**src/rtl/uart_pkg.sv**
```systemverilog
// uart_pkg -- shared definitions for the UART receive path.
//   D_WIDTH_DEF : default number of data bits per frame
//   FRAME_BITS  : frame length (start + data + stop) for the default width
//   rx_state_t  : receiver FSM state encoding
//   frame_bits(): frame length for an arbitrary data width
package uart_pkg;

    localparam int unsigned D_WIDTH_DEF = 6;
    localparam int unsigned FRAME_BITS  = D_WIDTH_DEF + 2;

    typedef enum logic [1:0] {
        IDLE,
        START,
        DATA,
        STOP
    } rx_state_t;

    function automatic int unsigned frame_bits(input int unsigned d_width);
        return d_width + 2;
    endfunction

endpackage

```
**src/rtl/uart_sync.sv**
```systemverilog
// uart_sync -- two-flop synchronizer for the asynchronous serial line.
//   clk : clock
//   rst : synchronous active-high reset, both flops forced to 1 (idle line)
//   d   : asynchronous input
//   q   : synchronized output
module uart_sync
    import uart_pkg::*;
(
    input  logic clk,
    input  logic rst,
    input  logic d,
    output logic q
);

    logic meta;

    always_ff @(posedge clk) begin
        if (rst) begin
            meta <= 1'b1;
            q    <= 1'b1;
        end else begin
            meta <= d;
            q    <= meta;
        end
    end

endmodule

```
**src/rtl/uart_rx.sv**
```systemverilog
// uart_rx -- UART receiver: start bit 0, D_WIDTH data bits LSB first, one
// stop bit 1, CLKS_PER_BIT clocks per bit, each bit sampled MID clocks into it.
//   clk       : clock, rising edge
//   rst       : synchronous active-high reset
//   rx        : asynchronous serial input, idle high
//   rx_ready  : consumer accepts rx_data when high together with rx_valid
//   rx_data   : last received data word
//   rx_valid  : rx_data holds an unconsumed word
//   rx_busy   : frame reception in progress
//   frame_err : one-cycle pulse, stop bit sampled low
//   overrun   : one-cycle pulse, good frame dropped because rx_valid was held
module uart_rx
    import uart_pkg::*;
#(
    parameter int unsigned D_WIDTH      = D_WIDTH_DEF,
    parameter int unsigned CLKS_PER_BIT = 1
) (
    input  logic               clk,
    input  logic               rst,
    input  logic               rx,
    input  logic               rx_ready,
    output logic [D_WIDTH-1:0] rx_data,
    output logic               rx_valid,
    output logic               rx_busy,
    output logic               frame_err,
    output logic               overrun
);

    localparam int unsigned MID      = (CLKS_PER_BIT - 1) / 2;
    localparam int unsigned STOP_IDX = frame_bits(D_WIDTH) - 1;
    localparam int unsigned CW       = (CLKS_PER_BIT > 1) ? $clog2(CLKS_PER_BIT) : 1;
    localparam int unsigned BW       = $clog2(STOP_IDX + 1);

    localparam logic [CW-1:0] CNT_LAST  = CW'(CLKS_PER_BIT - 1);
    localparam logic [CW-1:0] CNT_MID   = CW'(MID);
    localparam logic [BW-1:0] BIT_LAST  = BW'(D_WIDTH);

    rx_state_t          state, state_nxt;
    logic [CW-1:0]      cnt, cnt_nxt, phase_now;
    logic [BW-1:0]      bitcnt, bitcnt_nxt, bit_now;
    logic [D_WIDTH-1:0] shift, shift_nxt, shifted;
    logic [D_WIDTH-1:0] rx_data_nxt;
    logic               rx_valid_nxt, frame_err_nxt, overrun_nxt;
    logic               sample_now;
    logic               rx_s;

    uart_sync u_sync (
        .clk (clk),
        .rst (rst),
        .d   (rx),
        .q   (rx_s)
    );

    assign rx_busy = (state != IDLE);

    // cnt/bitcnt hold the position (phase, bit) of the previous edge relative
    // to the start-detect edge E; the current edge is one phase further.
    // With MID == 0 the start sample coincides with E itself, so START then
    // sees data bit 1 as its first sample and handles it like DATA.
    always_comb begin
        if (cnt == CNT_LAST) begin
            phase_now = '0;
            bit_now   = bitcnt + 1'b1;
        end else begin
            phase_now = cnt + 1'b1;
            bit_now   = bitcnt;
        end
        sample_now = (phase_now == CNT_MID);
    end

    // MSB-in shift: the first data bit ends at position 0
    always_comb begin
        shifted = '0;
        for (int unsigned i = 0; i < D_WIDTH - 1; i++) begin
            shifted[i] = shift[i+1];
        end
        shifted[D_WIDTH-1] = rx_s;
    end

    always_comb begin
        state_nxt     = state;
        cnt_nxt       = phase_now;
        bitcnt_nxt    = bit_now;
        shift_nxt     = shift;
        rx_data_nxt   = rx_data;
        rx_valid_nxt  = rx_valid;
        frame_err_nxt = 1'b0;
        overrun_nxt   = 1'b0;

        if (rx_valid && rx_ready) begin
            rx_valid_nxt = 1'b0;
        end

        case (state)
            IDLE: begin
                cnt_nxt    = '0;
                bitcnt_nxt = '0;
                if (!rx_s) begin
                    state_nxt = START;
                end
            end
            START, DATA: begin
                if (sample_now) begin
                    if (bit_now == '0) begin
                        if (rx_s) begin
                            state_nxt  = IDLE;
                            cnt_nxt    = '0;
                            bitcnt_nxt = '0;
                        end else begin
                            state_nxt = DATA;
                        end
                    end else begin
                        shift_nxt = shifted;
                        state_nxt = (bit_now == BIT_LAST) ? STOP : DATA;
                    end
                end
            end
            STOP: begin
                if (sample_now) begin
                    state_nxt  = IDLE;
                    cnt_nxt    = '0;
                    bitcnt_nxt = '0;
                    if (!rx_s) begin
                        frame_err_nxt = 1'b1;
                    end else if (!rx_valid || rx_ready) begin
                        rx_data_nxt  = shift;
                        rx_valid_nxt = 1'b1;
                    end else begin
                        overrun_nxt = 1'b1;
                    end
                end
            end
            default: begin
                state_nxt  = IDLE;
                cnt_nxt    = '0;
                bitcnt_nxt = '0;
            end
        endcase
    end

    always_ff @(posedge clk) begin
        if (rst) begin
            state     <= IDLE;
            cnt       <= '0;
            bitcnt    <= '0;
            shift     <= '0;
            rx_data   <= '0;
            rx_valid  <= 1'b0;
            frame_err <= 1'b0;
            overrun   <= 1'b0;
        end else begin
            state     <= state_nxt;
            cnt       <= cnt_nxt;
            bitcnt    <= bitcnt_nxt;
            shift     <= shift_nxt;
            rx_data   <= rx_data_nxt;
            rx_valid  <= rx_valid_nxt;
            frame_err <= frame_err_nxt;
            overrun   <= overrun_nxt;
        end
    end

endmodule

```
**config.mk**
```make
export PLATFORM = sky130hd
export DESIGN_NAME = uart_rx
export DESIGN_NICKNAME = d
export VERILOG_FILES = /design/src/rtl/uart_pkg.sv /design/src/rtl/uart_sync.sv /design/src/rtl/uart_rx.sv
export SDC_FILE = /design/constraint.sdc
export NUM_CORES = 1
export LEC_CHECK = 0
export CAP_MARGIN = 20
export CORE_MARGIN = 5
export CORE_UTILIZATION = 45
export DETAILED_ROUTE_END_ITERATION = 10
export HOLD_SLACK_MARGIN = 0.02
export PLACE_DENSITY = 0.74
export REMOVE_ABC_BUFFERS = 1
export SLEW_MARGIN = 20
export SYNTH_ARGS = -nofsm -noshare
export SYNTH_HDL_FRONTEND = slang
export SYNTH_SLANG_ARGS = --single-unit
export TNS_END_PERCENT = 50
```
**constraint.sdc**
```tcl
create_clock -name clk -period 2.6 [get_ports clk]
set_input_delay 0.26 -clock clk [delete_from_list [all_inputs] [get_ports clk]]
set_output_delay 0.26 -clock clk [all_outputs]
set_load 0.02 [all_outputs]
```
==> results of run 1 <==
## cells in the final DEF, fill, tap and decap left out, drive strengths merged
master         synthesis  routed
nor2b                  1       1
a21oi                  1       1
inv                    4       4
mux2i                 12      12
nor3                   1       1
ha                     5       5
or2                    2       2
a211oi                 2       2
and3                   1       1
bufinv                 0       1
dfxtp                 22      22
clkbuf                 0       3
and2b                  1       1
o31ai                  1       1
nor3b                  1       1
nor2                  10      10
a31oi                  1       1
clkdlybuf4s50          0      13
nand2                  3       3
nand2b                13      13
## flip-flops by register name (all words and copies together), names as in the netlist, 2 cells and up
register,cells
bitcnt,3
rx_data,6
shift,6
state,2
## cells by family after synthesis
| logic type | Yosys count |
|---|---|
| AO/OA/AOI/OAI | 5 |
| adder cells (fa/ha/maj) | 5 |
| AND/OR/NAND/NOR | 33 |
| flip-flops | 22 |
| multiplexers | 12 |
| buffers and inverters | 8 |
## critical path, cell delays in order (launching register included)
cell and delay [ns]:
dfxtp_1 0.38, inv_1 0.06, ha_1 0.22, inv_1 0.06, clkdlybuf4s50_1 0.59
## final cells by class
type | instances | area share [%]
flip-flops and latches | 22 | 40.7
repair buffers | 13 | 12.0
inverters | 4 | 1.39
multi-input cells | 55 | 37.9
clock inverters | 1 | 2.77
well taps | 27 | 3.12
clock buffers | 3 | 2.08
## metrics by stage
stage | utilization, % | instances
after detailed placement | 53.0 | 121
after CTS | 55.7 | 125
after floorplan | - | 81
final | 55.7 | 125
after global routing | 55.7 | 125
after global placement | 53.0 | 121
## power by group
group | switching (uW) | internal [uW] | leakage [uW]
Clock | 99.4 | 156 | 0.0000279
Sequential | 24.2 | 370 | 0.000178
Combinational | 136 | 120 | 0.000215
Total | 259 | 646 | 0.000421
## synth_stat cells (all sizes together)
cell     n
dfxtp   22
nand2b  13
mux2i   12
nor2    10
ha       5
buf      4
inv      4
nand2    3
a211oi   2
or2      2
a21oi    1
a31oi    1
and2b    1
and3     1
nor2b    1
nor3     1
nor3b    1
o31ai    1
## worst paths after layout
check                                 to
worst min-delay path            u_sync.q
worst max register to register  shift[1]
worst min register to register  u_sync.q
worst max-delay path             rx_busy
## per-layer routing
layer | part of all wire (%) | GRT usage, % | up-vias
met5 | 0 | 0 | -
met4 | 0 | 7.47 | 0
met3 | 3.1 | 2.45 | 0
met2 | 50 | 16.3 | 5
met1 | 47 | 11.4 | 263
li1 | - | - | 309
==> metrics.txt, run 1 <==
Die W 54.8 um; Setup crit start kind flip-flop; FF+latch area 440 um^2; final count of hold timing violations 0; # fillers 200; Post-CTS Repair Setup Buffers 0; GRT Resource Usage Total 10.1%; vias in the first global route 511; share of cells above drive strength 1 10.2%; largest net degree at the start of global routing 27; n_diodes 0; xor and xnor area share after synthesis 0%; Cell Area, Synth 905 um^2; Tot Pwr 906 uW; footprint of the multi-input gates 410 um^2; Final setup viols 0; main area contributors after synthesis dfxtp_1 49%, mux2i_1 13%, nand2b_1 8.3%; WP data arrival 1.61 ns; Post-Synth Adder-Cell Area 6.92%; Wirelength per Cell 10.1 um; post-synth top area share 48.7%; CP max FO 3; Min Hold Slack 0.428 ns; Post-Synth Simple-Gate Area 21.4%; area leader, netlist dfxtp_1; placed cell areas 0.00103 mm^2; post-CTS sizing 0; CTS Buf Count 3; final worst slack 0.730 ns; Core Box Area 0.00194 mm^2; RSZ-0062 raised after global routing no; final worst-path cycle share 71.9%; power per cell area 837 mW/mm^2; Initial DRC Count 2; CTS Buffer Depth 2; Fmax 535 MHz; status complete, no violations; Lkg Pwr 0.000421 uW; row count 16; worst clock skew 0.00670 ns; Setup TNS Final 0 ns; measured slew at the worst slew-check pin 0.714 ns; multiplexer share of the synthesized area 13.3%; DRT Pass-1 Iters 2; Port-buffer cells 13; clk_lat worst skew 0.30 ns; fin. max-slew vios 0; worst vdd ir 651 uV; CTS Root Buffer Type clkbuf_4; complex-gate fraction of the synthesized area 3.73%; Yosys cell types 21; final instance area 0.00108 mm^2; hold depth 1; cts hold-fix bufs 0; Area Overhead vs Synth 19.6%; CTS tree yes; Detailed Place HPWL 938 um; largest family of logic cells by synthesized area simple AND/OR/NAND/NOR gates; Slew headroom 52.2%; worst hold path type flip-flop to flip-flop; R2R Setup Slk 1.07 ns; Setup crit end kind output pin; initial antenna violation count 0; Vias/cell 4.62; DR vias 577; Seq/Total Area, Yosys 48.7%; Die Ht 54.8 um; Final GP Congestion 0.793; pre-CTS setup slack 0.744 ns; R2R cell count 5; Boundary Pins 14; Synth Area per Inst 10.6 um^2; drc violations 0; first-pass GRT wire length 2120 um; clk sinks 22; final net count 108; CP Class flip-flop to output pin; WP data required 2.34 ns; synth warn 0; GRT overflow 0; H-tree depth 1; #FFs+latches synth 22; total die area 0.00301 mm^2; hold path start u_sync.meta; Crit. Startpoint state[0]; clock transition at the registers of the reported paths 0.12 ns; antenna-violating nets left 0; Initial Util 46.6%; Final min period 1.87 ns; WL final 1260 um; max_cap viols 0; reg2reg start state[0]; Post-Synthesis Cells 85
No activity file was read; power rests on OpenSTA's default activity.
==> inputs of run 2 (changes only) <==
Settings changed: PLACE_DENSITY 0.74 to 0.76.
Clock period 2.6 ns to 1.5 ns, I/O delays scaled along.
==> run 2 against run 1 <==
  * Register-to-register slack worse by 1.0 ns
  * Combinational power up 87%
  * Design area increased by 0.92%
  * Cell count rose by 2.4%
  * Sequential share of layout area shrank 0.26 points
  * Clock skew down 0.00079 ns
  * Setup slack got worse by 0.68 ns
  * Critical endpoint is now shift[4]
  * Largest cell class unchanged
  * Largest power group unchanged
  * Highest routed layer is now met4
==> metrics.txt, run 2 (synthesis gave the netlist of run 1 again) <==
footprint of the multi-input gates 415 um^2; status complete, no violations; final net count 111; final core utilization 56.3%; clk_lat worst skew 0.31 ns; Vias/cell 4.69; Boundary Pins 14; Top Registers rx_data x6, shift x6, bitcnt x3; worst clock skew 0.00591 ns; Final setup viols 0; most common cell after layout, fill and taps aside dfxtp_1; drc violations 0; worst hold path type primary input to flip-flop; commonest non-fill, non-tap cells in the layout 21 x dfxtp_1, 12 x mux2i_1, 12 x nand2b_1; GRT overflow 0; max incr delay on CP 0.35 ns; Setup crit end kind flip-flop; Setup crit start kind flip-flop; FF+latch area 442 um^2; vias in the first global route 576; Worst path slowest cell dfxtp_2; Die W 54.8 um; hold path start rx; power per cell area 1370 mW/mm^2; hold depth 2; Crit Reg-Reg Endpoint shift[4]; reg2reg start bitcnt[0]; clk sinks 22; WL final 1470 um; Initial Util 46.6%; DR vias 600; Worst path top cell family by delay adder cells; WP data arrival 1.66 ns; final std cells w/o fill 128; H-tree depth 1; Detailed Place HPWL 1090 um; final worst-path cycle share 96.4%; CTS Root Buffer Type clkbuf_4; DRT Pass-1 Iters 2; Min-Delay Endpoint u_sync.meta; Final min period 1.45 ns; fin. max-slew vios 0; CP cell instances ha_1, ha_2, and2b_4, mux2i_1, nor2_1; row count 16; n_diodes 0; Fmax 692 MHz; Lkg Pwr 0.000445 uW; Tot Pwr 1490 uW; CP Buf/Inv Count 0; total die area 0.00301 mm^2; # fillers 184; Slew headroom 83.1%; total placed cells including tap cells 124; R2R Setup Slk 0.05 ns; Die Ht 54.8 um; cts hold-fix bufs 0; initial antenna violation count 0; Crit. Startpoint bitcnt[0]; R2R cell count 5; max_cap viols 0; Post-CTS Repair Setup Buffers 0; worst vdd ir 676 uV; CP max FO 6; share of cells above drive strength 1 16.8%; antenna-violating nets left 0; CTS Buffer Depth 2; Initial DRC Count 3; Core Box Area 0.00194 mm^2; first-pass GRT wire length 2440 um; Wirelength per Cell 11.5 um; CP Class flip-flop to flip-flop; GRT Resource Usage Total 11.7%; final count of hold timing violations 0; Area Overhead vs Synth 20.7%; final instance area 0.00109 mm^2; clock transition at the registers of the reported paths 0.12 ns; Port-buffer cells 13; largest net degree at the start of global routing 19; WP data required 1.72 ns; CTS Buf Count 3; critical path depth 5; measured slew at the worst slew-check pin 0.251 ns; placed cell areas 0.00105 mm^2; CTS tree yes; Final GP Congestion 0.776
-- run 2: area by class of cell --
type / count / area share (%)
clock buffer: 4 / 3.32
inverter: 4 / 1.37
sequential: 22 / 40.4
multi-input combinational: 55 / 38.0
tap: 27 / 3.09
timing repair buffer: 16 / 13.7
-- run 2: stage by stage --
stage               hold slack, ns   TNS (ns)  setup WS (ns)
floorplan                    0.219          0          0.120
global placement             0.394          0         0.0612
detailed placement           0.406  -0.000399      -0.000399
CTS                          0.394          0       0.000317
global route                 0.393    -0.0153        -0.0153
finish                       0.408          0         0.0542
-- run 2: where the power goes --
group          internal (uW)  switching (uW)
clock network            148             179
logic                    232             247
registers                643            45.2
total                   1020             471
-- run 2: worst max-delay path by stage --
stage | to | slack [ns]
after global placement | shift[0] | 0.06
after detailed placement | shift[4] | -0.0004
after global routing | shift[4] | -0.02
after CTS | rx_valid | 0.0003
final | shift[4] | 0.05
after floorplan | shift[0] | 0.12
-- run 2: metal layers --
layer / wire, um / track usage [%] / vias up / part of all wire, %
met1: 609 / 12.1 / 282 / 41
met2: 782 / 20.5 / 7 / 53
met4: 21 / 7.47 / 0 / 1.4
li1: - / - / 307 / -
met3: 56 / 3.27 / 4 / 3.8
met5: 0 / 0 / - / 0
-- run 2: repair_timing --
item / in CTS / in global routing
setup endpoints to repair: 7 / 5
cloned: 0 / 0
gates resized for setup: 3 / 5
